<file path="src/rtl/cordic_rotation_scheduler.sv">
// Round-robin scheduler sharing one iterative CORDIC rotation engine between NUM_REQ requesters.
// Optional engine watchdog enabled by defining CORDIC_SCHED_TIMEOUT_EN.
module cordic_rotation_scheduler #(
    parameter int unsigned NUM_REQ     = 4,
    parameter int unsigned ID_W        = 2,
    parameter int unsigned TIMEOUT_CYC = 32
) (
    input  logic                    clk,
    input  logic                    rst,
    input  logic [NUM_REQ-1:0]      req_valid,
    output logic [NUM_REQ-1:0]      req_ready,
    input  logic [NUM_REQ*16-1:0]   req_x,
    input  logic [NUM_REQ*16-1:0]   req_y,
    input  logic [NUM_REQ*16-1:0]   req_phi,
    output logic                    eng_start,
    output logic [15:0]             eng_x,
    output logic [15:0]             eng_y,
    output logic [15:0]             eng_phi,
    input  logic                    eng_done,
    input  logic [15:0]             eng_x_res,
    input  logic [15:0]             eng_y_res,
    output logic                    rsp_valid,
    input  logic                    rsp_ready,
    output logic [ID_W-1:0]         rsp_id,
    output logic [15:0]             rsp_x,
    output logic [15:0]             rsp_y,
    output logic                    rsp_err,
    output logic                    busy
);

    if (NUM_REQ < 2 || NUM_REQ > 8 || TIMEOUT_CYC < 1 ||
        ID_W != (($clog2(NUM_REQ) > 1) ? $clog2(NUM_REQ) : 1)) begin : g_bad_params
        $error("cordic_rotation_scheduler: illegal parameter combination");
    end

    typedef enum logic [1:0] {StIdle, StIssue, StWait, StResp} state_e;

    state_e          state_q, state_d;
    logic [ID_W-1:0] last_q;
    logic [ID_W-1:0] grant_idx;
    logic [ID_W-1:0] cand;
    logic            grant_vld;
    logic            timeout_hit;

    logic [15:0] op_x   [NUM_REQ];
    logic [15:0] op_y   [NUM_REQ];
    logic [15:0] op_phi [NUM_REQ];

    for (genvar i = 0; i < NUM_REQ; i++) begin : g_unpack
        assign op_x[i]   = req_x[16*i +: 16];
        assign op_y[i]   = req_y[16*i +: 16];
        assign op_phi[i] = req_phi[16*i +: 16];
    end

    // Scan starts one past the previous winner so every requester gets a turn.
    always_comb begin
        grant_vld = 1'b0;
        grant_idx = '0;
        cand      = last_q;
        for (int unsigned k = 0; k < NUM_REQ; k++) begin
            cand = (cand == ID_W'(NUM_REQ - 1)) ? '0 : cand + ID_W'(1);
            if (!grant_vld && req_valid[cand]) begin
                grant_vld = 1'b1;
                grant_idx = cand;
            end
        end
    end

    always_comb begin
        req_ready = '0;
        if (state_q == StIdle && grant_vld) begin
            req_ready[grant_idx] = 1'b1;
        end
    end

    assign eng_start = (state_q == StIssue);
    assign busy      = (state_q != StIdle);

    always_comb begin
        state_d = state_q;
        unique case (state_q)
            StIdle:  if (grant_vld) state_d = StIssue;
            StIssue: state_d = StWait;
            StWait:  if (eng_done || timeout_hit) state_d = StResp;
            StResp:  if (rsp_ready) state_d = StIdle;
            default: state_d = StIdle;
        endcase
    end

`ifdef CORDIC_SCHED_TIMEOUT_EN
    localparam int unsigned CntW = $clog2(TIMEOUT_CYC + 1);

    logic [CntW-1:0] wait_cnt;

    // Fires on the WAIT cycle that brings the count up to TIMEOUT_CYC.
    assign timeout_hit = (state_q == StWait) && !eng_done &&
                         (wait_cnt == CntW'(TIMEOUT_CYC - 1));

    always_ff @(posedge clk) begin
        if (rst) begin
            wait_cnt <= '0;
            rsp_err  <= 1'b0;
        end else begin
            if (state_q == StIssue) begin
                wait_cnt <= '0;
            end else if (state_q == StWait) begin
                wait_cnt <= wait_cnt + CntW'(1);
            end
            if (timeout_hit) begin
                rsp_err <= 1'b1;
            end else if (state_q == StResp && rsp_ready) begin
                rsp_err <= 1'b0;
            end
        end
    end
`else
    assign timeout_hit = 1'b0;
    assign rsp_err     = 1'b0;
`endif

    always_ff @(posedge clk) begin
        if (rst) begin
            state_q   <= StIdle;
            last_q    <= ID_W'(NUM_REQ - 1);
            eng_x     <= '0;
            eng_y     <= '0;
            eng_phi   <= '0;
            rsp_valid <= 1'b0;
            rsp_id    <= '0;
            rsp_x     <= '0;
            rsp_y     <= '0;
        end else begin
            state_q <= state_d;
            if (state_q == StIdle && grant_vld) begin
                last_q  <= grant_idx;
                eng_x   <= op_x[grant_idx];
                eng_y   <= op_y[grant_idx];
                eng_phi <= op_phi[grant_idx];
            end
            if (state_q == StWait && eng_done) begin
                rsp_valid <= 1'b1;
                rsp_id    <= last_q;
                rsp_x     <= eng_x_res;
                rsp_y     <= eng_y_res;
            end else if (timeout_hit) begin
                rsp_valid <= 1'b1;
                rsp_id    <= last_q;
                rsp_x     <= '0;
                rsp_y     <= '0;
            end
            if (state_q == StResp && rsp_ready) begin
                rsp_valid <= 1'b0;
            end
        end
    end

endmodule

</file>
<file path="config.mk">
export PLATFORM = sky130hd
export DESIGN_NAME = cordic_rotation_scheduler
export DESIGN_NICKNAME = d
export VERILOG_FILES = /design/src/rtl/cordic_rotation_scheduler.sv
export SDC_FILE = /design/constraint.sdc
export NUM_CORES = 1
export LEC_CHECK = 0
export ABC_AREA = 1
export BUFFER_PORTS_ARGS = -buffer_cell sky130_fd_sc_hd__buf_2
export CAP_MARGIN = 20
export CORE_ASPECT_RATIO = 0.7
export CORE_MARGIN = 2
export CORE_UTILIZATION = 45
export CTS_BUF_LIST = sky130_fd_sc_hd__clkbuf_4 sky130_fd_sc_hd__clkbuf_8
export CTS_CLUSTER_DIAMETER = 60
export CTS_CLUSTER_SIZE = 10
export DETAILED_ROUTE_END_ITERATION = 8
export PLACE_DENSITY = 0.9
export SLEW_MARGIN = 5
export SYNTH_ARGS = -nofsm -noshare
export SYNTH_HDL_FRONTEND = slang
export SYNTH_SLANG_ARGS = --single-unit
</file>
<file path="constraint.sdc">
create_clock -name clk -period 3 [get_ports clk]
set_clock_uncertainty 0.2 [all_clocks]
set_input_delay 0 -clock clk [delete_from_list [all_inputs] [get_ports clk]]
set_output_delay 0 -clock clk [all_outputs]
set_load 0.005 [all_outputs]
</file>
[Yosys cells after proc, flatten, opt, wreduce, memory -nomap -nowiden]
Index checks and enable logic that the tools add are counted.
Word-level totals
  bits in registers: 87
  output and inout bits: 90
  bits of input ports: 232
Operators by class
  reduce and logical (&&, ||, !) cells: 14
  eq/ne operators: 10
  add/subtract/negate cells: 4
  bitwise logic cells: 1
  muxes and demuxes: 36
  $lt $le $gt $ge: 7
Operators by type and width (count)
  $bmux W16 S2: 3
  $mux W16: 6
  $mux W2: 11
  $lt A2 B3 Y1 const B: 5
  $eq A2 B2 Y1 const B: 6
  $mux W1: 9
  $add A2 B1 Y2 const B: 4
  $bmux W1 S2: 4
  $pmux W2 S4: 1
  $logic_and A1 B1 Y1: 7
  $ne A2 B2 Y1 const B: 3
  $mux W4: 1
  $ge A3 B3 Y1 const B: 1
  $logic_not A1 Y1: 3
  $not A2 Y3: 1
  $reduce_and A3 Y1: 1
  $demux W1 S2: 1
  $eq A2 B1 Y1 const B: 1
  $ge A2 B1 Y1 const B: 1
  $logic_not A2 Y1: 1
  $reduce_bool A2 Y1: 1
  $reduce_or A2 Y1: 1

[Depth between registers and ports, before layout]
  depth after elaboration: 19
  mapped depth: 17

[Worst setup path after synthesis]
No wires, ideal clock.
  path type: register to register
  start point: reg last_q[0]
  end point: reg eng_phi[15]
  stages on the path, launching flop included: 16
  arrival: 1917 ps
  path slack: 774 ps
  required time: 2691 ps
  buffers on the path: 2
  cell sequence: dfxtp_1 > ha_1 > inv_1 > nand3_1 > nand2_2 > inv_2 > nand3_1 > nand2_1 > nor2_4 > buf_6 > buf_6 > nand3_1 > nand3_1 > nand3_1 > nand2_1 > inv_1
On the way
  word-level cells in the longest chain between the ends: 18
  elaborated cells on any way between the ends: 39
  classes of those cells: add/sub: 4; eq/ne: 4; mux: 23; bitwise: 1; reduce/logical: 7
RTL lines
  start, declared: line 39  | logic [ID_W-1:0] last_q;
  start signal, assigned: line 124  | last_q <= ID_W'(NUM_REQ - 1);
  start signal, assigned: line 135  | last_q <= grant_idx;
  $add A2 B1 Y2 / $eq A2 B2 Y1 (equally long branches): line 61  | cand = (cand == ID_W'(NUM_REQ - 1)) ? '0 : cand + ID_W'(1);
  $mux W2 (*): line 61
  parallel branches: the longest is 16 deep, another holds $add A2 B1 Y2
  end signal, assigned: line 138  | eng_phi <= op_phi[grant_idx];
  end, declared: line 18  | output logic [15:0] eng_phi,
Every way passes the cells marked *. The select of a mux whose other input is x is not followed.
A chain may end at the register's enable or synchronous reset.

[Worst setup path in the final report]
  start point: reg last_q[0]
  end point: reg eng_x[10]
On the way
  word-level cells in the longest chain between the ends: 18
  elaborated cells on any way between the ends: 39
  classes of those cells: add/sub: 4; eq/ne: 4; mux: 23; bitwise: 1; reduce/logical: 7
RTL lines
  $add A2 B1 Y2 / $eq A2 B2 Y1 (equally long branches): line 61
  $mux W2 (*): line 61
  parallel branches: the longest is 16 deep, another holds $add A2 B1 Y2
  end signal, assigned: line 136  | eng_x <= op_x[grant_idx];
  end, declared: line 16  | output logic [15:0] eng_x,
Marks and branches as above.

==> key figures <==
Worst setup path
  • CP Buf/Inv Count: 5
  • Setup slack, reg-to-reg: 80 ps
  • Setup Crit Path Kind: flip-flop to flip-flop
  • Most used cell, CP: nand3_1
  • Slowest CP cell: dlygate4sd3_1
  • Worst Path Required: 3120 ps
  • Critical Path Fanout Max: 11
  • Worst Setup Start Kind: flip-flop
  • Critical Path AT: 3040 ps
  • Critical R2R Capture: eng_x[10]
  • FF-to-FF path depth: 16
  • Crit-path max cell delay: 580 ps
  • Crit path capture type: flip-flop
  • Crit Reg-Reg Startpoint: last_q[0]
  • Worst setup startpoint: last_q[0]
  • CP top delay family: simple AND/OR/NAND/NOR gates
  • Worst-path cell chain: ha_4 -> inv_4 -> nand3_1 -> nand2_2 -> inv_2 -> nand3_2 -> nor2_4 -> nor2_4 -> nand2_4 -> buf_12 -> nand2_1 -> nand3_1 -> dlygate4sd3_1 -> nand3_1 -> nand2_1 -> inv_1
  • WP depth: 16

Place
  • Setup slack at placement: 343.5 ps
  • Cells after DPL: 1525
  • Routability cong.: 0.9452
  • Post-DP HPWL: 15900 um
  • I/O Buffers: 320
  • DP Area: 7820 sq um

Floorplanning
  • FP Rows: 35
  • Core area: 13180 sq um
  • Die Y: 101.3 um
  • Die width: 143.0 um
  • Die area: 14490 sq um
  • Ports: 322
  • Starting Density: 46.20%

Finish
  • Final Util: 79.71%
  • Most frequent cells in the layout: 320 x buf_2, 298 x nand3_1, 254 x inv_1
  • Fraction of layout cells with a size suffix above 1: 25.17%
  • Commonest non-fill, non-tap cell in the layout: buf_2
  • Final non-filler cell total: 1779
  • Fin area: 10510 sq um
  • Area Overhead vs Synth: 72.53%
  • # nets final: 1826

Global routing
  • Total track usage: 42.82%
  • Largest net degree at the start of global routing: 57
  • Total gr overflow: 0
  • Initial antenna violation count: 1
  • First-pass GRT wire length: 48380 um
  • Number of global-route vias before repair: 9628

Yosys
  • Post-synthesis instance total: 1066
  • Yosys warnings: 0
  • Synth Cell Area: 6090 sq um
  • Synthesized Nets: 1304
  • Yosys reg bits: 87
  • Synth top area share: 28.60%
  • Distinct cells, synth: 32
  • Synth area leaders: dfxtp_1 29%, nand3_1 25%, inv_1 16%
  • Syn avg cell area: 5.713 sq um
  • Register area share after synthesis: 28.60%
  • Synth area leader: dfxtp_1

Power and ir drop
  • Internal power: 5204 uW
  • P_leak: 0.006163 uW
  • Sw Ratio: 55.60%
  • Flop pwr share: 14.8%
  • VDD IR max: 0.8593 mV
  • PwrDens: 1116 nW/um^2
  • Clock power share: 7.4%
  • Combinational Power Share: 77.8%
  • Net load switching power: 6517 uW

Timing
  • Slew Viols, Final: 0
  • Max-slew headroom: 50.70%
  • Fmax: 342.0 MHz
  • Final setup fails: 0
  • Final min period: 2924 ps
  • Final WS setup: 75.90 ps
  • Slew @ Worst Pin: 738.4 ps
  • Final Hold Fails: 0
  • Fin crit share: 97.47%

Hold path
  • Worst hold path class: primary input to flip-flop
  • Hold EP: rsp_valid
  • Hold path start: rsp_ready
  • Worst Hold Depth: 3

Clock network
  • H-tree Lvls: 3
  • CTS sink cnt: 87
  • Clk pin slew, worst setup/hold paths: 110 ps
  • Num CTS Buffers: 9
  • TritonCTS clock tree: done
  • CTS Root Cell: clkbuf_8
  • Worst skew pair latency: 370 ps
  • CTS max path bufs: 2

Routing
  • Via count: 9932
  • 1st-iter DRT viols: 961
  • Avg WL per Cell: 18.60 um
  • DRT Pass-1 Iters: 8
  • Antenna-violating nets left: 0
  • Vias per cell: 5.583
  • Wire length after detailed routing: 33100 um
  • Number of remaining DRC errors: 0

Job
  • Total of max-cap violations: 0

Status
  • Status: finished, final reports clean
[sequential cells by signal, summed over array words and instances (netlist names)]
signal / count
rsp_x: 16
eng_x: 16
eng_phi: 16
state_q: 2
last_q: 2
rsp_y: 16
eng_y: 16
rsp_valid: 1
rsp_id: 2
[power by group through the flow]
| stage | Clock [uW] | Sequential [uW] | Combinational, uW |
|---|---|---|---|
| 2_1_floorplan | 0 | 1720 | 5140 |
| 3_3_place_gp | 0 | 1700 | 7060 |
| 3_5_place_dp | 0 | 1700 | 7230 |
| 4_1_cts | 873 | 1680 | 7650 |
| 5_1_grt | 918 | 1750 | 9700 |
| 6_report | 864 | 1730 | 9120 |
[kinds of logic (layout without fill, tap and decap cells)]
logic type	Yosys count	count (layout)	share of synthesized area (%)
other	1	2	0.06158
AO/OA/AOI/OAI	47	47	4.048
flip-flops	87	87	28.60
AND/OR/NAND/NOR	592	592	43.99
buffers and inverters	333	860	22.07
adder cells (fa/ha/maj)	6	6	1.233
[final cells by class]
type / instances / area [sq um]
timing repair buffer: 580 / 4275
sequential: 87 / 1744
multi-input combinational: 646 / 3052
tap: 185 / 231.5
fill: 795 / 2675
antenna: 1 / 2.502
clock buffer: 9 / 123.9
clock inverter: 7 / 81.33
inverter: 264 / 996.0
[how the worst max path moves through the flow]
stage	end
floorplan	eng_phi[15]
global placement	eng_y[0]
detailed placement	eng_y[0]
CTS	req_ready[1]
global route	eng_x[10]
finish	eng_x[10]
[stage by stage]
step           power, uW  hold WS, ps  TNS (ps)
2_1_floorplan       6861       -105.9         0
3_3_place_gp        8755        4.919         0
3_5_place_dp        8929        5.784         0
4_1_cts            10210        156.2         0
5_1_grt            12370        187.4    -6.227
6_report           11720        189.8         0
[per-layer routing]
layer	wire length [um]	vias to the layer above	global-route usage (%)
li1	-	4286	-
met1	11150	4335	47.02
met2	14480	1004	70.04
met3	4748	305	14.80
met4	2698	2	30.54
met5	13	-	0
[repair_timing]
item                                    in CTS  in global routing
hold buffers                               227                  0
hold endpoints to repair                    83                  0
pin swaps                                    0                  5
endpoints found under the setup margin       2                 13
setup buffers                                0                  7
gates cloned                                 0                  3
resized for setup                            1                 21
[synthesized netlist by cell type, drive strengths merged]
| master | instances |
|---|---|
| a21oi | 7 |
| buf | 47 |
| clkbuf | 22 |
| clkinv | 2 |
| conb | 1 |
| dfxtp | 87 |
| ha | 6 |
| inv | 262 |
| nand2 | 155 |
| nand3 | 301 |
| nand3b | 1 |
| nand4 | 2 |
| nor2 | 129 |
| nor3 | 3 |
| o211ai | 1 |
| o21ai | 38 |
| o22ai | 1 |
| or2 | 1 |
[worst reg2reg max path, cell delays in order (launching register included)]
cell and delay (ps):
dfxtp_2 350, ha_4 260, inv_4 80, nand3_1 120, nand2_2 140, inv_2 80
nand3_2 120, nor2_4 50, nor2_4 190, nand2_4 110, buf_12 160, nand2_1 80
nand3_1 80, dlygate4sd3_1 580, nand3_1 110, nand2_1 110, inv_1 60
Note: power is estimated with default switching activity, not from simulation.
